### src/rtl/serial_adder_sched.sv
// Bit-serial add scheduler: two requesters share one full-adder cell.
// Round-robin grant, operands fed LSB-first one bit per clock, carry kept
// in a register, registered sum/carry-out/requester id on a valid/ready port.

// One-bit full adder cell shared by both requesters.
module full_adder (
  input  logic a,
  input  logic b,
  input  logic ci,
  output logic s,
  output logic co
);
  assign s  = a ^ b ^ ci;
  assign co = (a & b) | (ci & (a ^ b));
endmodule

module serial_adder_sched #(
  parameter int WIDTH = 8
) (
  input  logic             clk,
  input  logic             rst,
  input  logic             req0_valid,
  input  logic [WIDTH-1:0] req0_a,
  input  logic [WIDTH-1:0] req0_b,
  input  logic             req0_cin,
  output logic             req0_ready,
  input  logic             req1_valid,
  input  logic [WIDTH-1:0] req1_a,
  input  logic [WIDTH-1:0] req1_b,
  input  logic             req1_cin,
  output logic             req1_ready,
  output logic             res_valid,
  input  logic             res_ready,
  output logic [WIDTH-1:0] res_sum,
  output logic             res_cout,
  output logic             res_id,
  output logic             busy
);
  localparam int CNT_W = $clog2(WIDTH) + 1;

  typedef enum logic [1:0] {
    S_IDLE = 2'd0,
    S_RUN  = 2'd1,
    S_DONE = 2'd2
  } state_t;

  state_t           r_state;
  state_t           w_state_nxt;

  logic             r_prio;
  logic             r_carry;
  logic [CNT_W-1:0] r_cnt;
  logic             r_id;
  logic [WIDTH-1:0] r_sa;
  logic [WIDTH-1:0] r_sb;
  logic [WIDTH-1:0] r_sacc;
  logic [WIDTH-1:0] r_sum;
  logic             r_cout;
  logic             r_res_id;

  logic             w_gnt;
  logic             w_idle;
  logic             w_accept;
  logic             w_last_bit;
  logic             w_fa_sum;
  logic             w_fa_cout;
  logic [WIDTH-1:0] w_sacc_nxt;
  logic [WIDTH-1:0] w_op_a;
  logic [WIDTH-1:0] w_op_b;
  logic             w_op_cin;

  // Round-robin grant: a lone requester wins, otherwise the one holding priority.
  always_comb begin
    w_gnt = 1'b0;
    if (req0_valid && req1_valid)
      w_gnt = r_prio;
    else if (req1_valid)
      w_gnt = 1'b1;
  end

  // Readiness is only offered from IDLE and never while reset is asserted.
  assign w_idle     = (r_state == S_IDLE) && !rst;
  assign req0_ready = w_idle && req0_valid && !w_gnt;
  assign req1_ready = w_idle && req1_valid && w_gnt;
  assign w_accept   = req0_ready || req1_ready;

  assign w_op_a   = w_gnt ? req1_a   : req0_a;
  assign w_op_b   = w_gnt ? req1_b   : req0_b;
  assign w_op_cin = w_gnt ? req1_cin : req0_cin;

  full_adder u_fa (
    .a  (r_sa[0]),
    .b  (r_sb[0]),
    .ci (r_carry),
    .s  (w_fa_sum),
    .co (w_fa_cout)
  );

  // Sum bits enter at the MSB so after WIDTH shifts bit 0 sits at the LSB.
  assign w_sacc_nxt = {w_fa_sum, r_sacc[WIDTH-1:1]};
  assign w_last_bit = (r_state == S_RUN) && (r_cnt == CNT_W'(WIDTH - 1));

  // Next-state logic of the IDLE/RUN/DONE sequencer.
  always_comb begin
    w_state_nxt = r_state;
    case (r_state)
      S_IDLE:  if (w_accept)   w_state_nxt = S_RUN;
      S_RUN:   if (w_last_bit) w_state_nxt = S_DONE;
      S_DONE:  if (res_ready)  w_state_nxt = S_IDLE;
      default: w_state_nxt = S_IDLE;
    endcase
  end

  // State register.
  always_ff @(posedge clk) begin
    if (rst)
      r_state <= S_IDLE;
    else
      r_state <= w_state_nxt;
  end

  // Control and result registers: loaded on accept, advanced during RUN.
  always_ff @(posedge clk) begin
    if (rst) begin
      r_prio   <= 1'b0;
      r_carry  <= 1'b0;
      r_cnt    <= '0;
      r_id     <= 1'b0;
      r_sum    <= '0;
      r_cout   <= 1'b0;
      r_res_id <= 1'b0;
    end else if (w_accept) begin
      r_carry <= w_op_cin;
      r_cnt   <= '0;
      r_id    <= w_gnt;
      r_prio  <= ~w_gnt;
    end else if (r_state == S_RUN) begin
      r_carry <= w_fa_cout;
      r_cnt   <= r_cnt + CNT_W'(1);
      if (w_last_bit) begin
        r_sum    <= w_sacc_nxt;
        r_cout   <= w_fa_cout;
        r_res_id <= r_id;
      end
    end
  end

  // Operand shift registers and sum accumulator; contents are don't-care in IDLE.
  always_ff @(posedge clk) begin
    if (w_accept) begin
      r_sa <= w_op_a;
      r_sb <= w_op_b;
    end else if (r_state == S_RUN) begin
      r_sa   <= r_sa >> 1;
      r_sb   <= r_sb >> 1;
      r_sacc <= w_sacc_nxt;
    end
  end

  assign res_valid = (r_state == S_DONE);
  assign busy      = (r_state != S_IDLE);
  assign res_sum   = r_sum;
  assign res_cout  = r_cout;
  assign res_id    = r_res_id;

endmodule

### config.mk
export PLATFORM = sky130hd
export DESIGN_NAME = serial_adder_sched
export DESIGN_NICKNAME = d
export VERILOG_FILES = /design/src/rtl/serial_adder_sched.sv
export SDC_FILE = /design/constraint.sdc
export NUM_CORES = 1
export LEC_CHECK = 0
export CAP_MARGIN = 20
export CORE_UTILIZATION = 42
export DETAILED_ROUTE_END_ITERATION = 16
export PLACE_DENSITY = 0.79
export SLEW_MARGIN = 20
export SYNTH_ARGS = -nofsm -noshare
export SYNTH_HDL_FRONTEND = slang
export SYNTH_SLANG_ARGS = --single-unit
### constraint.sdc
create_clock -name clk -period 1.7 [get_ports clk]
set_input_delay 0.255 -clock clk [delete_from_list [all_inputs] [get_ports clk]]
set_output_delay 0.255 -clock clk [all_outputs]
set_load 0.005 [all_outputs]
# Word level (Yosys, flattened, before mapping)
# Index checks and enable logic that the tools add are counted.
# totals
regBits,43
latchBits,0
mem_bits_rw,0
romBits,0
out_inout_bits,14
n_memories,0
# op_classes
add_sub_neg,1
mul,0
n_div,0
magnitude_cmp,0
n_eq_ne,6
shift,0
muxes,15
bitwise_logic,7
reduce_logical,17
# op_table
cell,count
$mux W8,6
$logic_and A1 B1 Y1,7
$mux W2,3
$pmux W2 S3,1
$reduce_and A3 Y1,2
$mux W1,5
$add A4 B1 Y4 const B,1
$eq A4 B3 Y1 const B,1
$ne A2 B2 Y1 const B,2
$reduce_bool A2 Y1,2
$and A1 B1 Y1,2
$eq A2 B1 Y1 const B,1
$eq A2 B2 Y1 const B,1
$logic_not A1 Y1,2
$logic_not A2 Y1,1
$ne A2 B1 Y1 const B,1
$not A1 Y1,2
$reduce_and A2 Y1,1
$reduce_or A2 Y1,1
$xor A1 B1 Y1,2
$logic_or A1 B1 Y1,1
$or A1 B1 Y1,1

# Depth between registers and ports, before layout
# depth
depth_word,7
ltp_mapped,6
depth_no_buf,5

# Modules after synthesis
# From an unflattened synthesis, not the netlist that was laid out.
# hier_totals
cells_unflattened,140
area_unflattened_um2,1806.7
# by_module_without_submodules
mod,instances,cells_per_inst,area_per_inst_um2,seq_area_each_um2
serial_adder_sched,1,139,1786.7,1071.0
full_adder,1,1,20.0,0.0

# Least setup slack after synthesis
# OpenSTA, ideal clock, no wires.
# synth_path
path_kind,register -> register
from,reg r_state[0]
to,reg r_sa[0] (enable)
setup_time_ns,0.372
arrival_ns,1.241
required_ns,1.328
slack_ns,0.087
stages_incl_launch_ff,5
path_buffers,1
synth_period_minus_slack_ns,1.613
cell_sequence,dfxtp_1 -> nor3_1 -> o21ai_0 -> clkbuf_1 -> nand2_1
# synth_between
elab_chain_len,6
word_cells_on_any_way,9
classes_between,1 x eq/ne; 8 x reduce/logical
# synth_rtl
element,line_no,rtl
from (decl),47,state_t r_state;
from (signal assigned),119,r_state <= w_state_nxt;
$logic_not A2 Y1,82,assign w_idle = (r_state == S_IDLE) && !rst;
$logic_and A1 B1 Y1,82,
$logic_and A1 B1 Y1 (on tied branches) (2 in a row),"83, 84",
$logic_or A1 B1 Y1,85,assign w_accept = req0_ready || req1_ready;
$reduce_bool A2 Y1 (no line) *,n/a,
to (signal assigned),151,r_sa <= w_op_a;
to (signal assigned),154,r_sa <= r_sa >> 1;
to (decl),54,logic [WIDTH-1:0] r_sa;
# Mark *: on every way between the ends. The rest lies on a longest branch, timed or not.
# A chain may end at the register's enable or synchronous reset.

# Worst setup path after layout
# layout_path
from,reg r_state[0]
to,out busy
# layout_between
elab_chain_len,1
# layout_rtl
element,line_no,rtl
$reduce_bool A2 Y1,161,assign busy = (r_state != S_IDLE);
to (decl),37,output logic busy
# Every way passes these cells.

==> results.tsv <==
metric	value	unit
full die area	0.00463	mm²
CTS sink cnt	42	
Yosys top cell area share	0.377	
row count	23	
largest buffer count on any clock path	2	
slowest CP cell	clkdlybuf4s50_1	
syn avg cell area	13.2	µm²
Final ANT Viol Nets	0	
Post-Syn Instances	139	
Syn. warnings	0	
Unique masters post-synth	34	
Top Family by Delay on Critical Path	buffers and inverters	
grt ovf	0	
crit path kind	reg2out	
Post-CTS Setup Bufs	0	
Num CTS Buffers	5	
post-layout util	0.633	
worst endpoint data arrival time	1.32	ns
Yosys top cell by area	edfxtp_1	
n_diodes	0	
outcome	complete, no violations	
Hold Buf Count CTS	0	
Fin Setup TNS	0	ns
Clock Skew	0.00857	ns
gpl congestion	0.669	
die width	68.0	µm
FF+latch count, synth	42	
syn_nets	180	
Final Critical Period	1.58	ns
f_max	635	MHz
Setup violations, final	0	
WL/cell	14.1	µm
Peak VDD IR	0.560	mV
Die H	68.0	µm
crit path buf inv count	1	
Final nets	245	
Vias	1294	
slowest cell delay on critical path	0.45	ns
first-pass GRT wire length	5870	µm
DRC	0	
share of cells above drive strength 1	0.200	
Starting Density	0.448	
HPWL Detailed	2660	µm
Worst Setup Start Kind	register	
pin count of the biggest net entering global routing	21	
RSZ-0062 raised after global routing	false	
vias per cell	5.07	
sequential fraction of the synthesis area	0.585	
CTS tree	done	
Clock Latency Late Sink	0.29	ns
IO buf count	52	
Hold/Removal Path Class	reg2reg	
Synth Cell Area	0.00183	mm²
Layout area overhead	41.3	%
main area contributors after synthesis	edfxtp_1, dfxtp_1, a221o_1	
maximum fanout along the worst path	3	
GRT Overall Usage	0.178	
DRT Wirelength	3600	µm
Clock Tree Root	clkbuf_8	
First DRT Iteration DRCs	56	
endpoints failing hold	0	
vias in the first global route	1347	
CP endpoint kind	primary output	
First-pass DRT Iterations	4	
Critical Path RT	1.44	ns
fin. max-slew vios	0	
Reg clk slew, reported paths	0.07	ns
Leak Pwr	0.982	nW
Slew HR	0.811	
IO Pins	53	
pwr dens	965	mW/mm²
total power after layout	2.50	mW
fin crit share	0.927	
Max Cap Viol	0	
Slew @ Worst Pin	0.283	ns
Clock H-tree levels	2	
critical path cell sequence	or2_4, clkdlybuf4s50_1	
fill count	325	
CORE AREA	0.00409	mm²
initial antenna violation count	0	
==> state kept, by name, indices dropped and copies added (netlist names) <==
| name | flops |
|---|---|
| r_sa | 8 |
| r_sb | 8 |
| res_sum | 8 |
| r_sacc | 7 |
| r_cnt | 4 |
| r_state | 2 |
| r_carry | 1 |
| r_id | 1 |
| r_prio | 1 |
| res_cout | 1 |
| res_id | 1 |
==> cells in the final DEF, fill, tap and decap left out, drive strengths merged <==
cell type / instances
dfxtp: 19
and2b: 1
nand2: 2
nor2: 13
and2: 15
dlygate4sd2: 3
or2: 2
and3b: 1
o211ai: 1
buf: 13
o21a: 1
ha: 1
nand2b: 2
a221o: 14
mux2i: 14
clkinvlp: 1
inv: 3
bufinv: 1
xnor2: 1
o21ai: 2
clkdlybuf4s50: 48
edfxtp: 23
nor3: 6
nand4: 1
fa: 1
o31ai: 1
o21bai: 1
nor3b: 1
a21oi: 1
xor2: 2
a2111oi: 1
nand4b: 1
clkbuf: 7
nand3b: 1
==> synth_stat cells <==
cell type	instances
a2111oi_4	1
and2_1	1
mux2i_1	14
and2_2	14
edfxtp_1	23
o21ai_0	1
xor2_1	2
and3b_1	1
o21a_1	1
nor3_1	5
or2_1	1
nand2_1	2
a221o_1	14
ha_1	1
nand4_1	1
o31ai_1	1
o21bai_1	1
clkbuf_1	3
and2b_2	1
dfxtp_1	19
inv_1	3
nor3b_1	1
xnor2_1	1
fa_1	1
or2_4	1
o21ai_2	1
nand2b_1	2
nor2_1	13
buf_6	4
o211ai_1	1
nor3_2	1
a21oi_1	1
nand3b_1	1
nand4b_1	1
==> stage by stage <==
step,setup WS [ns],hold slack (ns),std cells,instance area [µm²]
6_report,0.124,0.459,255,2590
5_1_grt,0.0662,0.475,255,2590
4_1_cts,0.0118,0.463,255,2590
3_5_place_dp,-0.271,0.446,247,2480
3_3_place_gp,-0.277,0.434,247,2480
2_1_floorplan,0.0869,0.426,139,1830
==> layer usage <==
layer	GRT usage	routed length, µm
met3	0.0733	230
met2	0.304	1820
met4	0.0495	21
met5	0	0
met1	0.204	1530
==> logic make-up after synthesis <==
kind of cell | count (synthesis) | share of synthesized area
simple gates | 46 | 0.152
fa+ha+maj | 2 | 0.0178
flops | 42 | 0.585
buf+inv | 10 | 0.0369
compound gates | 22 | 0.118
xor+xnor | 3 | 0.0143
mux | 14 | 0.0765
==> power by group <==
part	switching (mW)	internal [mW]
Clock	0.336	0.438
Combinational	0.170	0.249
Sequential	0.0587	1.24
Total	0.565	1.93
==> final timing paths <==
path / end / slack [ns] / startpoint / cells after the start
min: r_sacc[1] / 0.46 / r_sacc[2] / 0
min reg2reg: r_sacc[1] / 0.46 / r_sacc[2] / 0
max: busy / 0.12 / r_state[0] / 2
max reg2reg: r_sb[4] / 0.15 / r_state[0] / 5
==> repair_timing <==
item                       in CTS  in global routing
setup endpoints to repair       3                  8
resized for setup               4                  3
pin swaps                       0                  1
==> layout make-up <==
cell class | count | area, µm² | area share
Tap cell | 50 | 62.6 | 0.0242
Sequential cell | 42 | 1070 | 0.414
Clock buffer | 6 | 72.6 | 0.0280
Inverter | 3 | 11.3 | 0.00435
Multi-Input combinational cell | 87 | 698 | 0.270
Clock inverter | 2 | 37.5 | 0.0145
Timing Repair Buffer | 65 | 634 | 0.245
Note: power is estimated with default switching activity, not from simulation.
